**config.mk**
```make
export PLATFORM = sky130hd
export DESIGN_NAME = prog_loader_flat
export DESIGN_NICKNAME = d
export VERILOG_FILES = /design/src/rtl/prog_loader_pkg.sv /design/src/rtl/prog_loader_if.sv /design/src/rtl/run_watchdog.sv /design/src/rtl/prog_loader.sv /design/src/flat_wrapper.sv
export SDC_FILE = /design/constraint.sdc
export NUM_CORES = 1
export LEC_CHECK = 0
export BUFFER_PORTS_ARGS = -buffer_cell sky130_fd_sc_hd__buf_2
export CAP_MARGIN = 20
export CORE_UTILIZATION = 42
export DETAILED_ROUTE_END_ITERATION = 10
export HOLD_SLACK_MARGIN = 0.02
export PLACE_DENSITY = 0.74
export SYNTH_ARGS = -nofsm -noshare
export SYNTH_HDL_FRONTEND = slang
export SYNTH_HIERARCHICAL = 1
export SYNTH_SLANG_ARGS = --single-unit
```
**constraint.sdc**
```tcl
create_clock -name clk -period 4.2 [get_ports clk]
set_input_delay 0.84 -clock clk [delete_from_list [all_inputs] [get_ports clk]]
set_output_delay 0.84 -clock clk [all_outputs]
set_load 0.02 [all_outputs]
```
**src/rtl/prog_loader_pkg.sv**
```systemverilog
// prog_loader_pkg
// Shared constants for the islemci program loader: command opcodes, the
// command word field positions and the loader state encoding.
// No ports (package).

package prog_loader_pkg;

  // Command opcodes carried in the top two bits of the CMD word
  localparam logic [1:0] OP_LOAD_IMEM = 2'b00;
  localparam logic [1:0] OP_LOAD_DMEM = 2'b01;
  localparam logic [1:0] OP_RUN       = 2'b10;
  localparam logic [1:0] OP_DUMP      = 2'b11;

  // CMD word layout: opcode in [15:14], base address in the low AW bits
  localparam int CMD_OP_MSB = 15;
  localparam int CMD_OP_LSB = 14;

  // Loader states, kept as plain constants so older tools can read them
  typedef logic [2:0] state_t;
  localparam state_t ST_IDLE     = 3'd0;
  localparam state_t ST_CMD      = 3'd1;
  localparam state_t ST_LEN      = 3'd2;
  localparam state_t ST_LOAD     = 3'd3;
  localparam state_t ST_RUN      = 3'd4;
  localparam state_t ST_DUMP_RD  = 3'd5;
  localparam state_t ST_DUMP_OUT = 3'd6;

endpackage

```
**src/rtl/prog_loader_if.sv**
```systemverilog
// prog_loader_if
// Bundles every non-clock signal of the program loader: the command/data
// input stream, the Imem/Dmem write ports, the core run handshake, the dump
// output stream and the status flags.
// Modports:
//   master - the loader itself (drives memories, core valid_in, dump stream)
//   slave  - the environment (feeds commands, memories, core, dump sink)

interface prog_loader_if #(
  parameter int AW = 8,
  parameter int DW = 16
);

  logic          in_valid;
  logic          in_ready;
  logic [DW-1:0] in_data;

  logic          imem_we;
  logic [AW-1:0] imem_addr;
  logic [DW-1:0] imem_wdata;

  logic          dmem_we;
  logic [AW-1:0] dmem_addr;
  logic [DW-1:0] dmem_wdata;
  logic [DW-1:0] dmem_rdata;

  logic          proc_valid_in;
  logic          proc_valid_out;

  logic          out_valid;
  logic          out_ready;
  logic [DW-1:0] out_data;
  logic          out_last;

  logic          busy;
  logic          err;

  modport master (
    input  in_valid, in_data, dmem_rdata, proc_valid_out, out_ready,
    output in_ready, imem_we, imem_addr, imem_wdata,
           dmem_we, dmem_addr, dmem_wdata, proc_valid_in,
           out_valid, out_data, out_last, busy, err
  );

  modport slave (
    output in_valid, in_data, dmem_rdata, proc_valid_out, out_ready,
    input  in_ready, imem_we, imem_addr, imem_wdata,
           dmem_we, dmem_addr, dmem_wdata, proc_valid_in,
           out_valid, out_data, out_last, busy, err
  );

endinterface

```
**src/rtl/run_watchdog.sv**
```systemverilog
// run_watchdog
// Loadable down-counter that bounds how long the core may run.
// Ports:
//   clk, rst   - clock, synchronous active-high reset
//   load_i     - reload the counter with TIMEOUT
//   en_i       - count down one step per cycle while high
//   expired_o  - one-cycle pulse on the last permitted cycle

module run_watchdog #(
  parameter int TIMEOUT = 4096
) (
  input  logic clk,
  input  logic rst,
  input  logic load_i,
  input  logic en_i,
  output logic expired_o
);

  localparam int CW = $clog2(TIMEOUT + 1);

  logic [CW-1:0] cnt_q, cnt_d;

  // Reload wins over counting; the counter parks at zero so the expiry
  // pulse cannot repeat until the next reload.
  always_comb begin
    cnt_d = cnt_q;
    if (load_i) begin
      cnt_d = CW'(TIMEOUT);
    end else if (en_i && (cnt_q != '0)) begin
      cnt_d = cnt_q - CW'(1);
    end
  end

  // Counter register
  always_ff @(posedge clk) begin
    if (rst) begin
      cnt_q <= '0;
    end else begin
      cnt_q <= cnt_d;
    end
  end

  // Firing while the count reads 1 makes the run last exactly TIMEOUT cycles
  assign expired_o = en_i && (cnt_q == CW'(1));

endmodule

```
**src/rtl/prog_loader.sv**
```systemverilog
// prog_loader
// Load-run-dump front end for the islemci core. Two-word commands (CMD then
// LEN) arrive on the input stream: LOAD_IMEM/LOAD_DMEM write LEN payload words
// from the base address, RUN pulses the core handshake until it reports done
// (or the watchdog trips), DUMP streams a Dmem window back out.
// Optional build macro: PROG_LOADER_CHECKSUM_EN appends a running sum of all
// loaded words as one extra word after every non-empty dump.
// Ports:
//   clk, rst - clock, synchronous active-high reset
//   bus      - prog_loader_if master: in_*, imem_*, dmem_*, proc_valid_*,
//              out_*, busy, err

module prog_loader
  import prog_loader_pkg::*;
#(
  parameter int AW          = 8,
  parameter int DW          = 16,
  parameter int RUN_TIMEOUT = 4096
) (
  input logic           clk,
  input logic           rst,
  prog_loader_if.master bus
);

  state_t        state_q, state_d;
  logic [1:0]    op_q, op_d;
  logic [AW-1:0] ptr_q, ptr_d;
  logic [DW-1:0] rem_q, rem_d;
  logic          imemWe_q, imemWe_d;
  logic [AW-1:0] imemAddr_q, imemAddr_d;
  logic [DW-1:0] imemWdata_q, imemWdata_d;
  logic          dmemWe_q, dmemWe_d;
  logic [AW-1:0] dmemAddr_q, dmemAddr_d;
  logic [DW-1:0] dmemWdata_q, dmemWdata_d;
  logic          procValid_q, procValid_d;
  logic          outValid_q, outValid_d;
  logic [DW-1:0] outData_q, outData_d;
  logic          outLast_q, outLast_d;
  logic          inReady_q, inReady_d;
  logic          busy_q, busy_d;
  logic          err_q, err_d;
  logic          inAcc;
  logic          wdLoad;
  logic          wdExpired;
`ifdef PROG_LOADER_CHECKSUM_EN
  logic [DW-1:0] csum_q, csum_d;
  logic          sumPhase_q, sumPhase_d;
`endif

  assign inAcc = bus.in_valid && inReady_q;

  run_watchdog #(.TIMEOUT(RUN_TIMEOUT)) u_watchdog (
    .clk       (clk),
    .rst       (rst),
    .load_i    (wdLoad),
    .en_i      (state_q == ST_RUN),
    .expired_o (wdExpired)
  );

  // Main sequencer. Every output is a register, so this block computes the
  // next value of each one; write enables default low to give one-cycle pulses.
  always_comb begin
    state_d     = state_q;
    op_d        = op_q;
    ptr_d       = ptr_q;
    rem_d       = rem_q;
    imemWe_d    = 1'b0;
    imemAddr_d  = imemAddr_q;
    imemWdata_d = imemWdata_q;
    dmemWe_d    = 1'b0;
    dmemAddr_d  = dmemAddr_q;
    dmemWdata_d = dmemWdata_q;
    procValid_d = procValid_q;
    outValid_d  = outValid_q;
    outData_d   = outData_q;
    outLast_d   = outLast_q;
    err_d       = err_q;
    wdLoad      = 1'b0;
`ifdef PROG_LOADER_CHECKSUM_EN
    csum_d      = csum_q;
    sumPhase_d  = sumPhase_q;
`endif
    case (state_q)
      ST_IDLE: state_d = ST_CMD;
      ST_CMD: begin
        if (inAcc) begin
          op_d    = bus.in_data[CMD_OP_MSB:CMD_OP_LSB];
          ptr_d   = bus.in_data[AW-1:0];
          state_d = ST_LEN;
        end
      end
      ST_LEN: begin
        if (inAcc) begin
          rem_d = bus.in_data;
          if (op_q == OP_RUN) begin
            state_d     = ST_RUN;
            procValid_d = 1'b1;
            wdLoad      = 1'b1;
          end else if (bus.in_data == '0) begin
            state_d = ST_CMD;
          end else if (op_q == OP_DUMP) begin
            // ptr runs one address ahead of dmem_addr during a dump
            state_d    = ST_DUMP_RD;
            dmemAddr_d = ptr_q;
            ptr_d      = ptr_q + AW'(1);
          end else begin
            state_d = ST_LOAD;
          end
        end
      end
      ST_LOAD: begin
        if (inAcc) begin
          if (op_q == OP_LOAD_IMEM) begin
            imemWe_d    = 1'b1;
            imemAddr_d  = ptr_q;
            imemWdata_d = bus.in_data;
          end else begin
            dmemWe_d    = 1'b1;
            dmemAddr_d  = ptr_q;
            dmemWdata_d = bus.in_data;
          end
`ifdef PROG_LOADER_CHECKSUM_EN
          csum_d = csum_q + bus.in_data;
`endif
          ptr_d = ptr_q + AW'(1);
          rem_d = rem_q - DW'(1);
          if (rem_q == DW'(1)) begin
            state_d = ST_CMD;
          end
        end
      end
      ST_RUN: begin
        // A completion seen on the same cycle as expiry counts as success
        if (bus.proc_valid_out) begin
          procValid_d = 1'b0;
          state_d     = ST_CMD;
        end else if (wdExpired) begin
          procValid_d = 1'b0;
          err_d       = 1'b1;
          state_d     = ST_CMD;
        end
      end
      ST_DUMP_RD: state_d = ST_DUMP_OUT;
      ST_DUMP_OUT: begin
        if (!outValid_q) begin
          // First DUMP_OUT cycle: read data for dmem_addr is now valid
          outValid_d = 1'b1;
          outData_d  = bus.dmem_rdata;
`ifdef PROG_LOADER_CHECKSUM_EN
          outLast_d  = 1'b0;
`else
          outLast_d  = (rem_q == DW'(1));
`endif
        end else if (bus.out_ready) begin
`ifdef PROG_LOADER_CHECKSUM_EN
          if (sumPhase_q) begin
            outValid_d = 1'b0;
            outLast_d  = 1'b0;
            sumPhase_d = 1'b0;
            state_d    = ST_CMD;
          end else if (rem_q == DW'(1)) begin
            // Keep out_valid up and swap in the checksum as the final word
            outData_d  = csum_q;
            outLast_d  = 1'b1;
            sumPhase_d = 1'b1;
          end else begin
            outValid_d = 1'b0;
            rem_d      = rem_q - DW'(1);
            dmemAddr_d = ptr_q;
            ptr_d      = ptr_q + AW'(1);
            state_d    = ST_DUMP_RD;
          end
`else
          outValid_d = 1'b0;
          outLast_d  = 1'b0;
          if (rem_q == DW'(1)) begin
            state_d = ST_CMD;
          end else begin
            rem_d      = rem_q - DW'(1);
            dmemAddr_d = ptr_q;
            ptr_d      = ptr_q + AW'(1);
            state_d    = ST_DUMP_RD;
          end
`endif
        end
      end
      default: state_d = ST_IDLE;
    endcase
  end

  // Status flags are registered from the next state so they line up with it
  assign inReady_d = (state_d == ST_CMD) || (state_d == ST_LEN) || (state_d == ST_LOAD);
  assign busy_d    = (state_d != ST_IDLE);

  // State and output registers; reset abandons any operation in flight
  always_ff @(posedge clk) begin
    if (rst) begin
      state_q     <= ST_IDLE;
      op_q        <= '0;
      ptr_q       <= '0;
      rem_q       <= '0;
      imemWe_q    <= 1'b0;
      imemAddr_q  <= '0;
      imemWdata_q <= '0;
      dmemWe_q    <= 1'b0;
      dmemAddr_q  <= '0;
      dmemWdata_q <= '0;
      procValid_q <= 1'b0;
      outValid_q  <= 1'b0;
      outData_q   <= '0;
      outLast_q   <= 1'b0;
      inReady_q   <= 1'b0;
      busy_q      <= 1'b0;
      err_q       <= 1'b0;
`ifdef PROG_LOADER_CHECKSUM_EN
      csum_q      <= '0;
      sumPhase_q  <= 1'b0;
`endif
    end else begin
      state_q     <= state_d;
      op_q        <= op_d;
      ptr_q       <= ptr_d;
      rem_q       <= rem_d;
      imemWe_q    <= imemWe_d;
      imemAddr_q  <= imemAddr_d;
      imemWdata_q <= imemWdata_d;
      dmemWe_q    <= dmemWe_d;
      dmemAddr_q  <= dmemAddr_d;
      dmemWdata_q <= dmemWdata_d;
      procValid_q <= procValid_d;
      outValid_q  <= outValid_d;
      outData_q   <= outData_d;
      outLast_q   <= outLast_d;
      inReady_q   <= inReady_d;
      busy_q      <= busy_d;
      err_q       <= err_d;
`ifdef PROG_LOADER_CHECKSUM_EN
      csum_q      <= csum_d;
      sumPhase_q  <= sumPhase_d;
`endif
    end
  end

  assign bus.in_ready      = inReady_q;
  assign bus.imem_we       = imemWe_q;
  assign bus.imem_addr     = imemAddr_q;
  assign bus.imem_wdata    = imemWdata_q;
  assign bus.dmem_we       = dmemWe_q;
  assign bus.dmem_addr     = dmemAddr_q;
  assign bus.dmem_wdata    = dmemWdata_q;
  assign bus.proc_valid_in = procValid_q;
  assign bus.out_valid     = outValid_q;
  assign bus.out_data      = outData_q;
  assign bus.out_last      = outLast_q;
  assign bus.busy          = busy_q;
  assign bus.err           = err_q;

endmodule

```
**src/flat_wrapper.sv**
```systemverilog
// flat-port wrapper written by rule: the top's interface ports become plain ports
module prog_loader_flat import prog_loader_pkg::*;
#(
  parameter int AW          = 8,
  parameter int DW          = 16,
  parameter int RUN_TIMEOUT = 4096
)
  (clk, rst, bus_in_valid, bus_in_data, bus_dmem_rdata, bus_proc_valid_out, bus_out_ready, bus_in_ready, bus_imem_we, bus_imem_addr, bus_imem_wdata, bus_dmem_we, bus_dmem_addr, bus_dmem_wdata, bus_proc_valid_in, bus_out_valid, bus_out_data, bus_out_last, bus_busy, bus_err);
  prog_loader_if #(.AW(AW), .DW(DW)) bus_i ();
  input logic clk;
  input logic rst;
  input wire logic [$bits(bus_i.in_valid)-1:0] bus_in_valid;
  input wire logic [$bits(bus_i.in_data)-1:0] bus_in_data;
  input wire logic [$bits(bus_i.dmem_rdata)-1:0] bus_dmem_rdata;
  input wire logic [$bits(bus_i.proc_valid_out)-1:0] bus_proc_valid_out;
  input wire logic [$bits(bus_i.out_ready)-1:0] bus_out_ready;
  output wire logic [$bits(bus_i.in_ready)-1:0] bus_in_ready;
  output wire logic [$bits(bus_i.imem_we)-1:0] bus_imem_we;
  output wire logic [$bits(bus_i.imem_addr)-1:0] bus_imem_addr;
  output wire logic [$bits(bus_i.imem_wdata)-1:0] bus_imem_wdata;
  output wire logic [$bits(bus_i.dmem_we)-1:0] bus_dmem_we;
  output wire logic [$bits(bus_i.dmem_addr)-1:0] bus_dmem_addr;
  output wire logic [$bits(bus_i.dmem_wdata)-1:0] bus_dmem_wdata;
  output wire logic [$bits(bus_i.proc_valid_in)-1:0] bus_proc_valid_in;
  output wire logic [$bits(bus_i.out_valid)-1:0] bus_out_valid;
  output wire logic [$bits(bus_i.out_data)-1:0] bus_out_data;
  output wire logic [$bits(bus_i.out_last)-1:0] bus_out_last;
  output wire logic [$bits(bus_i.busy)-1:0] bus_busy;
  output wire logic [$bits(bus_i.err)-1:0] bus_err;
  assign bus_i.in_valid = bus_in_valid;
  assign bus_i.in_data = bus_in_data;
  assign bus_i.dmem_rdata = bus_dmem_rdata;
  assign bus_i.proc_valid_out = bus_proc_valid_out;
  assign bus_i.out_ready = bus_out_ready;
  assign bus_in_ready = bus_i.in_ready;
  assign bus_imem_we = bus_i.imem_we;
  assign bus_imem_addr = bus_i.imem_addr;
  assign bus_imem_wdata = bus_i.imem_wdata;
  assign bus_dmem_we = bus_i.dmem_we;
  assign bus_dmem_addr = bus_i.dmem_addr;
  assign bus_dmem_wdata = bus_i.dmem_wdata;
  assign bus_proc_valid_in = bus_i.proc_valid_in;
  assign bus_out_valid = bus_i.out_valid;
  assign bus_out_data = bus_i.out_data;
  assign bus_out_last = bus_i.out_last;
  assign bus_busy = bus_i.busy;
  assign bus_err = bus_i.err;
  prog_loader #(.AW(AW), .DW(DW), .RUN_TIMEOUT(RUN_TIMEOUT)) u_core (.clk(clk), .rst(rst), .bus(bus_i));
endmodule
```
Yosys cells after proc, flatten, opt, wreduce, memory -nomap -nowiden
Index checks and enable logic that the tools add are counted.
{"block": "totals", "inputBits": 37, "ff_bits": 114}
{"block": "op_classes", "muxes": 55, "bitwise_logic": 5, "n_eq_ne": 26, "add_sub_neg": 3, "reduce_logical": 26}
{"op": "2-to-1 mux 8 bit", "n": 18}
{"op": "2-to-1 mux 16 bit", "n": 5}
{"op": "case mux 16 bit (3 select lines)", "n": 1}
{"op": "2-to-1 mux 3 bit", "n": 12}
{"op": "case mux 8 bit (4 select lines)", "n": 1}
{"op": "2-to-1 mux 13 bit", "n": 2}
{"op": "case mux 8 bit (3 select lines)", "n": 1}
{"op": "case mux 3 bit (7 select lines)", "n": 1}
{"op": "AND reduction 10 bit", "n": 2}
{"op": "== test 16 x 1 -> 1 bit, second input constant", "n": 1}
{"op": "logical NOT 16 bit", "n": 1}
{"op": "subtractor 16 x 1 -> 16 bit, second input constant", "n": 1}
{"op": "== test 13 x 1 -> 1 bit, second input constant", "n": 1}
{"op": "2-to-1 mux 1 bit", "n": 13}
{"op": "nonzero test 13 bit", "n": 1}
{"op": "subtractor 13 x 1 -> 13 bit, second input constant", "n": 1}
{"op": "== test 3 x 2 -> 1 bit, second input constant", "n": 4}
{"op": "!= test 2 x 1 -> 1 bit, second input constant", "n": 6}
{"op": "!= test 2 bit, second input constant", "n": 6}
{"op": "== test 3 bit, second input constant", "n": 3}
{"op": "AND reduction 3 bit", "n": 3}
{"op": "adder 8 x 1 -> 8 bit, second input constant", "n": 1}
{"op": "== test 3 x 1 -> 1 bit, second input constant", "n": 2}
{"op": "AND reduction 2 bit", "n": 3}
{"op": "15 further kinds", "n": 25}

Depth between registers and ports, before layout
{"block": "logic_depth", "depth_word": 9, "depth_mapped": 10}

Hierarchy
The synthesis kept the hierarchy.
{"module": "prog_loader", "instances": 1, "cells_per_inst": 555, "area_per_inst_um2": 4534.3}
{"module": "run_watchdog", "instances": 1, "cells_per_inst": 87, "area_per_inst_um2": 734.5}

Worst setup path after synthesis
OpenSTA, ideal clock, no wires.
{"block": "synth_timing", "path_type": "flip-flop to flip-flop", "from": "reg u_core.state_q[0]", "to": "reg u_core.u_watchdog.cnt_q[7]", "setup_ps": 115, "path_buffers": 1, "required_ps": 4085, "synth_period_minus_slack_ps": 2246, "path_stages_with_launch": 8, "setup_slack_ps": 1954, "t_arrival_ps": 2131, "cell_sequence": "dfxtp_1 clkbuf_1 nand2b_1 nor2_1 or3b_1 or3_1 o31a_1 o21a_1"}
{"block": "synth_between", "elab_chain_len": 3, "word_cells_on_any_way": 5}
{"item": "start: declaration", "line": "prog_loader.sv:25", "text": "state_t state_q, state_d;"}
{"item": "start signal: assignment", "line": "prog_loader.sv:220", "text": "state_q <= state_d;"}
{"item": "== test 3 x 2 -> 1 bit", "line": "prog_loader.sv:83", "text": "case (state_q)"}
{"item": "2-to-1 mux 1 bit", "line": "prog_loader.sv:83"}
{"item": "OR reduction 2 bit (no source line)"}
{"item": "end signal: assignment", "line": "run_watchdog.sv:39", "text": "cnt_q <= cnt_d;"}
{"item": "end: declaration", "line": "run_watchdog.sv:21", "text": "logic [CW-1:0] cnt_q, cnt_d;"}
Several ways; a longest one is shown, not always the timed one.
A chain may end at the register's enable or synchronous reset.

Worst setup path in the final report
{"block": "layout_timing", "from": "reg u_core.state_q[2]", "to": "reg u_core.u_watchdog.cnt_q[7]"}
The elaborated chain is that of the path after synthesis.

==> impl_summary.log <==
INFO  metric status = finished, final reports clean
INFO  metric worst_path_max_delay_cell = sky130_fd_sc_hd__dfxtp_1
INFO  metric initial_antenna_violation_count = 0
INFO  metric initial_utilization = 43.50%
INFO  metric drv_cap = 0
INFO  metric setup_tns = 0 ps
INFO  metric synth.ff_latch_count = 114
INFO  metric largest_cells_by_area_after_synthesis = sky130_fd_sc_hd__dfxtp_1 43%, sky130_fd_sc_hd__a21oi_1 8.0%, sky130_fd_sc_hd__nand2_1 8.0%
INFO  metric startpoint_types = flop
INFO  metric globalRouteTotalUtil = 22.23%
INFO  metric preCtsSetupSlack = 1509 ps
INFO  metric worst-endpoint-arrival = 2960 ps
INFO  metric hold-path-cell-count = 2
INFO  metric grt_pass1_vias = 4647
INFO  metric die-width = 114.0 um
INFO  metric critical_path.n_buffers_inverters = 0
INFO  metric postSynthAreaPerCell = 8.207 um2
INFO  metric drt_first_iter_violations = 388
INFO  metric gp_routability_congestion = 0.8943
INFO  metric slew_viol_final = 0
INFO  metric max_slew.worst_pin.slew = 1079 ps
INFO  metric crit-reg2reg-launch = u_core/state_q[2]
INFO  metric multi_input_area = 2793 um2
INFO  metric placement.io_buffers = 108
INFO  metric area_of_the_core_region = 12110 um2
INFO  metric post-route-min-period = 2661 ps
INFO  metric dr.pass1.iters = 5
INFO  metric ant_nets = 0
INFO  metric net_count_after_synthesis = 685
INFO  metric global_route_wire_length_before_repair = 22540 um
INFO  metric number_of_enable_type_register_cells_in_the_synthesized_netlist = 0
INFO  metric timing.hold.ws = 454.2 ps
INFO  metric detail_route.drc_violations = 0
INFO  metric synthFlopType = sky130_fd_sc_hd__dfxtp_1
INFO  metric avgRoutedWirePerCell = 15.52 um
INFO  metric peakVddDrop = 0.2962 mV
INFO  metric antenna_cells = 0
INFO  metric die_height = 114.0 um
INFO  metric layout.area.seq = 2282 um2
INFO  metric nNetsFinal = 777
INFO  metric p_int = 2.261 mW
INFO  metric post_synth_most_frequent_cells = 114 x sky130_fd_sc_hd__dfxtp_1, 112 x sky130_fd_sc_hd__nand2_1, 84 x sky130_fd_sc_hd__a21oi_1, 50 x sky130_fd_sc_hd__nor2_1
INFO  metric crit_path_cells = nand2b_1, nor2_1, or3b_1, or3_1, o31a_1, o21a_1
INFO  metric timing.critical_path.to_type = flop
INFO  metric timing.reg2reg.worst_path_depth = 6
INFO  metric p_clk_share = 48.2%
INFO  metric timing.final.hold_violations = 0
INFO  metric regToRegEndpoint = u_core/u_watchdog/cnt_q[7]
INFO  metric placedCellCount = 882
INFO  metric critPathKind = reg2reg
INFO  metric max_clock_freq = 375.8 MHz
INFO  metric min-delay-start = u_core/bus.imem_wdata[12]
INFO  metric yosysSeqAreaShare = 43.32%
INFO  metric yosysUniqueCellTypes = 64
INFO  metric critPathRequiredTime = 4500 ps
INFO  metric grt-ovfl-total = 0
INFO  metric design.die.area = 13000 um2
INFO  metric finalCoreUtilization = 53.65%
INFO  metric power.share.switching = 26.42%
INFO  metric detailroute.via_count = 5034
INFO  metric clk_latency = 420 ps
INFO  metric proportion_of_power_drawn_by_combinational_gates = 13.4%
INFO  metric relative_contribution_of_sequential_cells_to_total_power = 38.4%
INFO  metric syn-cell-area = 5269 um2
INFO  metric cts_num_sinks = 114
INFO  metric worst_slack = 1539 ps
INFO  metric slew-limit-headroom = 27.89%
INFO  metric worst_clock_skew = 7.453 ps
INFO  metric synth_top_cell_area_share = 43.32%
INFO  metric pin_count = 109
INFO  metric total_detailed_routing_wirelength = 14200 um
INFO  metric grt_start_max_net_pins = 108
INFO  metric mapped_cells = 642
INFO  metric count_of_non_filler_cells_in_the_finished_layout = 915
INFO  metric finalSetupViolations = 0
INFO  metric finalPower = 3.072 mW
INFO  metric avgViaCountPerCell = 5.502
INFO  metric cts-resized-gates = 0
INFO  metric dp_hpwl = 9815 um
INFO  metric pwr_density_cell = 472.9 nW/um2
INFO  metric grt_setup_unrepaired = false
INFO  metric yosysMostFrequentCell = sky130_fd_sc_hd__dfxtp_1
INFO  metric cts.clk_slew.worst_paths = 50 ps
INFO  metric syn_to_final_growth = 23.32%
INFO  metric hold_crit_endpoint = u_core/bus.imem_wdata[12]
INFO  metric path_delay_family = simple AND/OR/NAND/NOR gates
INFO  metric reg2reg_setup_slack = 1540 ps
INFO  metric cts_tree = built
INFO  metric num-fill-cells = 1151
INFO  metric biggest_fanout_along_the_worst_timing_path = 15
INFO  metric place_area = 5873 um2
INFO  metric cts_max_level = 4
INFO  metric cts_hold_repair.buffers = 0
INFO  metric power.switching = 0.8118 mW
INFO  metric share_of_post_route_cells_with_drive_strength_above_1 = 21.69%
INFO  metric ys_warn_count = 6
INFO  metric cp_slowest_stage_delay = 590 ps
INFO  metric leakagePower = 2.696 nW
INFO  metric synthDominantAreaCellType = sky130_fd_sc_hd__dfxtp_1
INFO  metric synthArstFlopShare = 0%
INFO  metric floorplan.rows = 40
INFO  metric cts_buffer_depth = 2
INFO  metric worst_hold_check_path_type = reg2reg
INFO  metric postLayoutCellArea = 6497 um2
INFO  metric numCtsBuffers = 17
INFO  metric cts_root_buf = sky130_fd_sc_hd__clkbuf_16
INFO  metric min_period_over_period = 63.35%
INFO  metric post_cts.repair.setup_buffers = 0
[cell families after synthesis]
| logic type | Yosys count | share of synthesized area [%] |
|---|---|---|
| flip-flops | 114 | 43.32 |
| AO/OA/AOI/OAI | 166 | 19.64 |
| AND/OR/NAND/NOR | 282 | 26.81 |
| buffers and inverters | 47 | 3.681 |
| adder cells (fa/ha/maj) | 6 | 1.425 |
| multiplexers | 27 | 5.129 |
[tightest hold or removal path, cell delays in order (launching register included)]
cell,delay (ps)
sky130_fd_sc_hd__dfxtp_1,310
sky130_fd_sc_hd__nand2_1,50
sky130_fd_sc_hd__a21oi_1,50
[worst max-delay path by stage]
stage | from | endpoint | slack [ps] | depth (start not counted)
global placement | bus_in_valid | u_core/bus.dmem_wdata[14] | 1560 | 6
finish | u_core/state_q[2] | u_core/u_watchdog/cnt_q[7] | 1540 | 6
detailed placement | bus_in_valid | u_core/bus.imem_addr[6] | 1510 | 5
global route | u_core/rem_q[12] | u_core/bus.dmem_addr[0] | 1280 | 5
floorplan | u_core/state_q[0] | u_core/u_watchdog/cnt_q[7] | 1950 | 7
CTS | u_core/state_q[2] | u_core/u_watchdog/cnt_q[7] | 1560 | 6
[per-layer routing]
layer | up-vias | part of all wire (%) | track usage, %
met1 | 2370 | 42 | 26.60
li1 | 2463 | - | -
met2 | 171 | 49 | 36.40
met3 | 30 | 6.2 | 7.226
met4 | 0 | 2.7 | 9.870
met5 | - | 0 | 0
[sequential cells by signal, summed over array words and instances (netlist names), 2 cells and up]
signal and count:
u_core/ptr_q 8, u_core/state_q 3, u_core/rem_q 16, u_core/bus.imem_addr 8, u_core/op_q 2, u_core/bus.dmem_addr 8
u_core/bus.dmem_wdata 16, u_core/bus.imem_wdata 16, u_core/bus.out_data 16, u_core/u_watchdog/cnt_q 13
[layout by cell type (no fill, tap or decap), types with 12 or more instances in the layout]
cell type	n
sky130_fd_sc_hd__nand2b_1	19
sky130_fd_sc_hd__nor4_1	12
sky130_fd_sc_hd__nor3_1	15
sky130_fd_sc_hd__clkbuf_16	17
sky130_fd_sc_hd__nor2_1	50
sky130_fd_sc_hd__mux2i_1	27
sky130_fd_sc_hd__nand3_1	14
sky130_fd_sc_hd__a21oi_1	84
sky130_fd_sc_hd__o21ai_1	16
sky130_fd_sc_hd__buf_2	107
sky130_fd_sc_hd__nand2_1	112
sky130_fd_sc_hd__dfxtp_1	114
sky130_fd_sc_hd__a21o_1	15
[power groups by stage]
| stage | Combinational, mW | Clock [mW] | Sequential [mW] |
|---|---|---|---|
| after floorplan | 0.311 | 0 | 1.18 |
| after global placement | 0.394 | 0 | 1.20 |
| after detailed placement | 0.401 | 0 | 1.20 |
| after CTS | 0.402 | 1.50 | 1.18 |
| after global routing | 0.448 | 1.56 | 1.19 |
| final | 0.411 | 1.48 | 1.18 |
[cell type report]
cell class | instances | share of cell area [%]
multi-input combinational | 481 | 42.98
sequential | 114 | 35.12
timing repair buffer | 110 | 8.588
clock buffer | 24 | 7.568
tap | 168 | 3.235
clock inverter | 8 | 1.926
inverter | 10 | 0.5777
Note: power is estimated with default switching activity, not from simulation.
